<file path="config.mk">
export PLATFORM = sky130hd
export DESIGN_NAME = uart_rx_deserializer_flat
export DESIGN_NICKNAME = d
export VERILOG_FILES = /design/src/rtl/uart_rx_deserializer_if.sv /design/src/rtl/uart_rx_deserializer.sv /design/src/flat_wrapper.sv
export SDC_FILE = /design/constraint.sdc
export NUM_CORES = 1
export LEC_CHECK = 0
export CAP_MARGIN = 5
export CORE_MARGIN = 3
export CORE_UTILIZATION = 51
export CTS_CLUSTER_DIAMETER = 150
export CTS_CLUSTER_SIZE = 8
export DETAILED_ROUTE_END_ITERATION = 6
export GPL_TIMING_DRIVEN = 0
export PLACE_DENSITY = 0.83
export SYNTH_ARGS = -nofsm -noshare
export SYNTH_HDL_FRONTEND = slang
export SYNTH_SLANG_ARGS = --single-unit
</file>
<file path="constraint.sdc">
create_clock -name clk -period 1.7 [get_ports clk]
set_input_delay 0.51 -clock clk [delete_from_list [all_inputs] [get_ports clk]]
set_output_delay 0.51 -clock clk [all_outputs]
set_load 0.01 [all_outputs]
</file>
<file path="src/rtl/uart_rx_deserializer_if.sv">
// Bus between the UART receiver and its byte consumer.
// The master modport is the receiver: it takes the serial line in and
// produces the received byte, its strobes and the busy flag.
interface uart_rx_deserializer_if;
  logic       rx_in;
  logic [7:0] data_out;
  logic       data_valid;
  logic       frame_err;
  logic       busy;

  modport master (
    input  rx_in,
    output data_out,
    output data_valid,
    output frame_err,
    output busy
  );

  modport slave (
    output rx_in,
    input  data_out,
    input  data_valid,
    input  frame_err,
    input  busy
  );
endinterface

</file>
<file path="src/rtl/uart_rx_deserializer.sv">
// 8N1 UART receiver: synchronizes the serial line, finds the start bit,
// samples eight data bits LSB first at mid-bit and checks the stop bit.
// data_out holds the last good byte; data_valid/frame_err are 1-cycle pulses.
module uart_rx_deserializer #(
  parameter int unsigned CLKS_PER_BIT = 434
) (
  input  logic                   clk,
  input  logic                   rst,
  uart_rx_deserializer_if.master bus
);

  // Counter must hold CLKS_PER_BIT-1; CLKS_PER_BIT >= 4 keeps this at least 2 bits.
  localparam int unsigned CntW = (CLKS_PER_BIT > 1) ? $clog2(CLKS_PER_BIT) : 1;
  localparam logic [CntW-1:0] HalfTc = CntW'(CLKS_PER_BIT / 2 - 1);
  localparam logic [CntW-1:0] FullTc = CntW'(CLKS_PER_BIT - 1);

  typedef enum logic [1:0] {
    StIdle,
    StStart,
    StData,
    StStop
  } state_t;

  state_t          state_q;
  logic [CntW-1:0] cnt_q;
  logic [2:0]      bit_idx_q;
  logic [7:0]      shreg_q;
  logic [7:0]      data_q;
  logic            valid_q;
  logic            err_q;
  logic            busy_q;

  logic rx_meta_q;
  logic rx_sync_q;
  logic rx_prev_q;
  logic fall;

  // Two-flop synchronizer plus a delay flop for edge detection; all idle-high.
  always_ff @(posedge clk or posedge rst) begin
    if (rst) begin
      rx_meta_q <= 1'b1;
      rx_sync_q <= 1'b1;
      rx_prev_q <= 1'b1;
    end else begin
      rx_meta_q <= bus.rx_in;
      rx_sync_q <= rx_meta_q;
      rx_prev_q <= rx_sync_q;
    end
  end

  // High-to-low transition of the synchronized line.
  always_comb begin
    fall = rx_prev_q & ~rx_sync_q;
  end

  // Receive FSM with its counters, shift register and registered outputs.
  always_ff @(posedge clk or posedge rst) begin
    if (rst) begin
      state_q   <= StIdle;
      cnt_q     <= '0;
      bit_idx_q <= 3'd0;
      shreg_q   <= 8'h00;
      data_q    <= 8'h00;
      valid_q   <= 1'b0;
      err_q     <= 1'b0;
      busy_q    <= 1'b0;
    end else begin
      // Strobes default low so each is exactly one cycle wide.
      valid_q <= 1'b0;
      err_q   <= 1'b0;
      unique case (state_q)
        StIdle: begin
          // Edge detection is only armed here; edges inside a frame are ignored.
          if (fall) begin
            state_q <= StStart;
            cnt_q   <= '0;
            busy_q  <= 1'b1;
          end
        end

        StStart: begin
          // Re-check the line at the middle of the start bit to reject glitches.
          if (cnt_q == HalfTc) begin
            cnt_q <= '0;
            if (!rx_sync_q) begin
              state_q   <= StData;
              bit_idx_q <= 3'd0;
            end else begin
              state_q <= StIdle;
              busy_q  <= 1'b0;
            end
          end else begin
            cnt_q <= cnt_q + CntW'(1);
          end
        end

        StData: begin
          // One full bit period from the previous mid-bit lands on the next mid-bit.
          if (cnt_q == FullTc) begin
            cnt_q     <= '0;
            shreg_q   <= {rx_sync_q, shreg_q[7:1]};
            bit_idx_q <= bit_idx_q + 3'd1;
            if (bit_idx_q == 3'd7) begin
              state_q <= StStop;
            end
          end else begin
            cnt_q <= cnt_q + CntW'(1);
          end
        end

        StStop: begin
          if (cnt_q == FullTc) begin
            cnt_q   <= '0;
            state_q <= StIdle;
            busy_q  <= 1'b0;
            if (rx_sync_q) begin
              data_q  <= shreg_q;
              valid_q <= 1'b1;
            end else begin
              err_q <= 1'b1;
            end
          end else begin
            cnt_q <= cnt_q + CntW'(1);
          end
        end

        default: begin
          state_q <= StIdle;
          cnt_q   <= '0;
          busy_q  <= 1'b0;
        end
      endcase
    end
  end

  // Outputs come straight from registers.
  always_comb begin
    bus.data_out   = data_q;
    bus.data_valid = valid_q;
    bus.frame_err  = err_q;
    bus.busy       = busy_q;
  end

endmodule
</file>
<file path="src/flat_wrapper.sv">
// flat-port wrapper written by rule: the top's interface ports become plain ports
module uart_rx_deserializer_flat 
#(
  parameter int unsigned CLKS_PER_BIT = 434
)
  (clk, rst, bus_rx_in, bus_data_out, bus_data_valid, bus_frame_err, bus_busy);
  uart_rx_deserializer_if bus_i ();
  input  logic clk;
  input  logic rst;
  input wire logic [$bits(bus_i.rx_in)-1:0] bus_rx_in;
  output wire logic [$bits(bus_i.data_out)-1:0] bus_data_out;
  output wire logic [$bits(bus_i.data_valid)-1:0] bus_data_valid;
  output wire logic [$bits(bus_i.frame_err)-1:0] bus_frame_err;
  output wire logic [$bits(bus_i.busy)-1:0] bus_busy;
  assign bus_i.rx_in = bus_rx_in;
  assign bus_data_out = bus_i.data_out;
  assign bus_data_valid = bus_i.data_valid;
  assign bus_frame_err = bus_i.frame_err;
  assign bus_busy = bus_i.busy;
  uart_rx_deserializer #(.CLKS_PER_BIT(CLKS_PER_BIT)) u_core (.clk(clk), .rst(rst), .bus(bus_i));
endmodule
</file>
==> results by group <==
Status
  – Status: finished, violations left
  – Failing checks: negative setup slack

Route
  – DR vias/cell: 5.98
  – Via Count: 1412
  – Post-DRT Antenna Nets: 0
  – DRC: 0
  – Initial DRC Count: 121
  – Drt pass-1 iters: 5
  – WL/cell: 17.2 um
  – Routed WL: 4.05 mm

Synth
  – Syn Area/Cell: 11.1 sq um
  – Area contributors post-synth: dfrtp_1 48%, mux2_4 7.0%, mux2_2 5.2%
  – Mapped Cells: 155
  – Asr flop ratio synth: 100%
  – Sequential area share after synthesis: 52.4%
  – Post-synth net total: 163
  – Synth area leader: dfrtp_1
  – Synth top area share: 47.8%
  – Synthesis-stage register bit count: 36
  – EDFF count, synth: 0
  – Warnings from Yosys: 0
  – Top-count cell post-synth: dfrtp_1
  – Main flop type after synthesis: dfrtp_1
  – Top cells by count, synth: 33 x dfrtp_1, 17 x nand2_1, 10 x inv_1, 10 x nand3_1
  – Netlist Area Pre-Place: 1730 sq um
  – Yosys cell types: 37

Cells and area
  – Fin util: 71.3%
  – Final instance area: 2250 sq um
  – Non-Filler Instances: 236
  – Antenna Cells: 0
  – Fin nets: 199
  – Layout cells sized above 1: 34.4%
  – Synthesis-to-finish area growth: 30.1%

Worst setup path
  – Crit Path Category: reg -> reg
  – Worst Path Required: 1940 ps
  – Crit Path Max Fanout: 5
  – Crit path arrival time: 2160 ps
  – Crit end category: register
  – Crit path launch type: register

Pwr
  – Power per standard cell area: 1020 nW/um^2
  – Leakage: 1.06 nW
  – Pwr Total: 2.30 mW
  – VDD IR max: 0.784 mV

Placed design
  – Placed insts: 213
  – Input/output buffers: 13
  – Placer Congestion: 0.885
  – HPWL Detailed: 2.33 mm
  – Pre-CTS setup slack: -339 ps
  – Placed Area: 1940 sq um

Die
  – Die X: 64.2 um
  – Die Area: 4120 sq um
  – Site Rows: 20
  – Core area: 3150 sq um
  – Initial Utilization: 54.8%
  – Die height: 64.2 um
  – I/O pin cnt: 14

Timing
  – Min Hold Slack: 372 ps
  – Setup Viol. Count Final: 31
  – Final Max Tran Viols: 0
  – Crit share post-route: 113%
  – Slew headroom: 51.8%
  – Final hold vios: 0
  – Min Tclk post-route: 1910 ps
  – Clk_skew: 13.9 ps
  – Worst-Margin Slew: 719 ps
  – Fmax: 522 MHz
  – Setup tns final: -3270 ps
  – Worst setup margin: -215 ps
  – Unrepaired setup endpoints after global routing: yes

CTS
  – Worst-Skew Late Latency: 360 ps
  – CTS tree: built
  – Htree depth: 2
  – CTS Sinks: 36
  – Max clock buf depth: 2
  – CTS buffer count: 5
  – # hold bufs at CTS: 0
  – CTS clk-pin slew, worst paths: 110 ps
  – CTS root buffer: clkbuf_4

Global route
  – GR Util met3: 5.10%
  – Number of global-route vias before repair: 1273
  – Largest net degree at the start of global routing: 26
  – Initial antenna violation count: 0
  – Gr busiest metal: met2
  – M1 GR Usage: 22.3%
  – Grt ovf: 0
  – Met2 Use GR: 31.2%
  – GRT Util Overall: 18.8%
  – First-pass GRT wire length: 5.98 mm

Hold path
  – Hold crit path type: reg -> reg

Flow run
  – Max Cap Viol: 0
## where the power goes
group | leakage, nW | total (mW) | internal, mW | switching [mW]
Clock | 0.0349 | 0.465 | 0.159 | 0.306
Sequential | 0.476 | 1.04 | 0.941 | 0.0975
Combinational | 0.554 | 0.798 | 0.342 | 0.456
Total | 1.06 | 2.30 | 1.44 | 0.860
## kinds of logic after synthesis
kind of cell / share of synthesized area [%]
xor+xnor: 0.507
simple gates: 15.0
flops: 52.4
compound gates: 10.1
fa+ha+maj: 3.62
buf+inv: 4.49
mux: 13.9
## cells in the final DEF (no fill, tap or decap), drive strengths merged, types with 2 or more instances in the layout
master and n:
dlygate4sd2 11, buf 21, clkbuf 8, mux2i 3, dfstp 3, clkdlybuf4s50 2, nor3 4, o2111ai 4
nand4 2, o211ai 6, nor2 3, nand2 17, clkinv 3, nor4 2, a21oi 2, mux2 16
nand3 10, o21ai 9, nor2b 3, dfrtp 33, inv 10, ha 5
## cell type report
cell class | instances | area, sq um
clock inverter | 3 | 18.8
clock buffer | 5 | 37.5
sequential | 36 | 906
buffer | 7 | 48.8
fill | 233 | 905
tap | 44 | 55.1
timing repair buffer | 30 | 297
multi-input combinational | 101 | 848
inverter | 10 | 37.5
## sequential cells by signal (all words and copies together), names as in the netlist, named ones only
signal,flops
u_core.rx_prev_q,1
u_core.shreg_q,8
u_core.bus.data_valid,1
u_core.bus.frame_err,1
u_core.rx_meta_q,1
u_core.state_q,1
u_core.bus.data_out,8
u_core.cnt_q,9
u_core.rx_sync_q,1
u_core.bus.busy,1
u_core.bit_idx_q,3
## layer usage
metal / vias up / routed length [um] / share of wire, %
met2: 70 / 2010 / 50
met4: 0 / 165 / 4.1
met5: - / 0 / 0
li1: 629 / - / -
met3: 22 / 252 / 6.2
met1: 691 / 1620 / 40
## final timing paths
path | startpoint | to | slack, ps | cells past startpoint
setup / recovery | u_core.cnt_q[1]$_DFFE_PP0P_ | u_core.bus.data_out[3]$_DFFE_PP0P_ | -210 | 7
hold / removal | u_core.rx_meta_q$_DFF_PP1_ | u_core.rx_sync_q$_DFF_PP1_ | 370 | 0
setup reg to reg | u_core.cnt_q[1]$_DFFE_PP0P_ | u_core.bus.data_out[3]$_DFFE_PP0P_ | -210 | 7
hold reg to reg | u_core.rx_meta_q$_DFF_PP1_ | u_core.rx_sync_q$_DFF_PP1_ | 370 | 0
max in group asynchronous | rst | u_core.rx_prev_q$_DFF_PP1_ | 610 | 3
min in group asynchronous | rst | u_core.bit_idx_q[0]$_DFFE_PP0P_ | 490 | 2
## critical path, cell delays in order, from the launching register on
cell      delay, ps
dfrtp_1         420
inv_2            90
ha_4            110
and4bb_2        240
nand4_1         130
or3_4           370
buf_6           150
mux2_4          290
## timing repair
item | in CTS | in global routing
endpoints found under the setup margin | 43 | 31
setup buffers | 9 | 6
gates resized for setup | 27 | 20
gates cloned | 1 | 1
pin swaps | 2 | 4
Power figures use the tool's default switching activity.
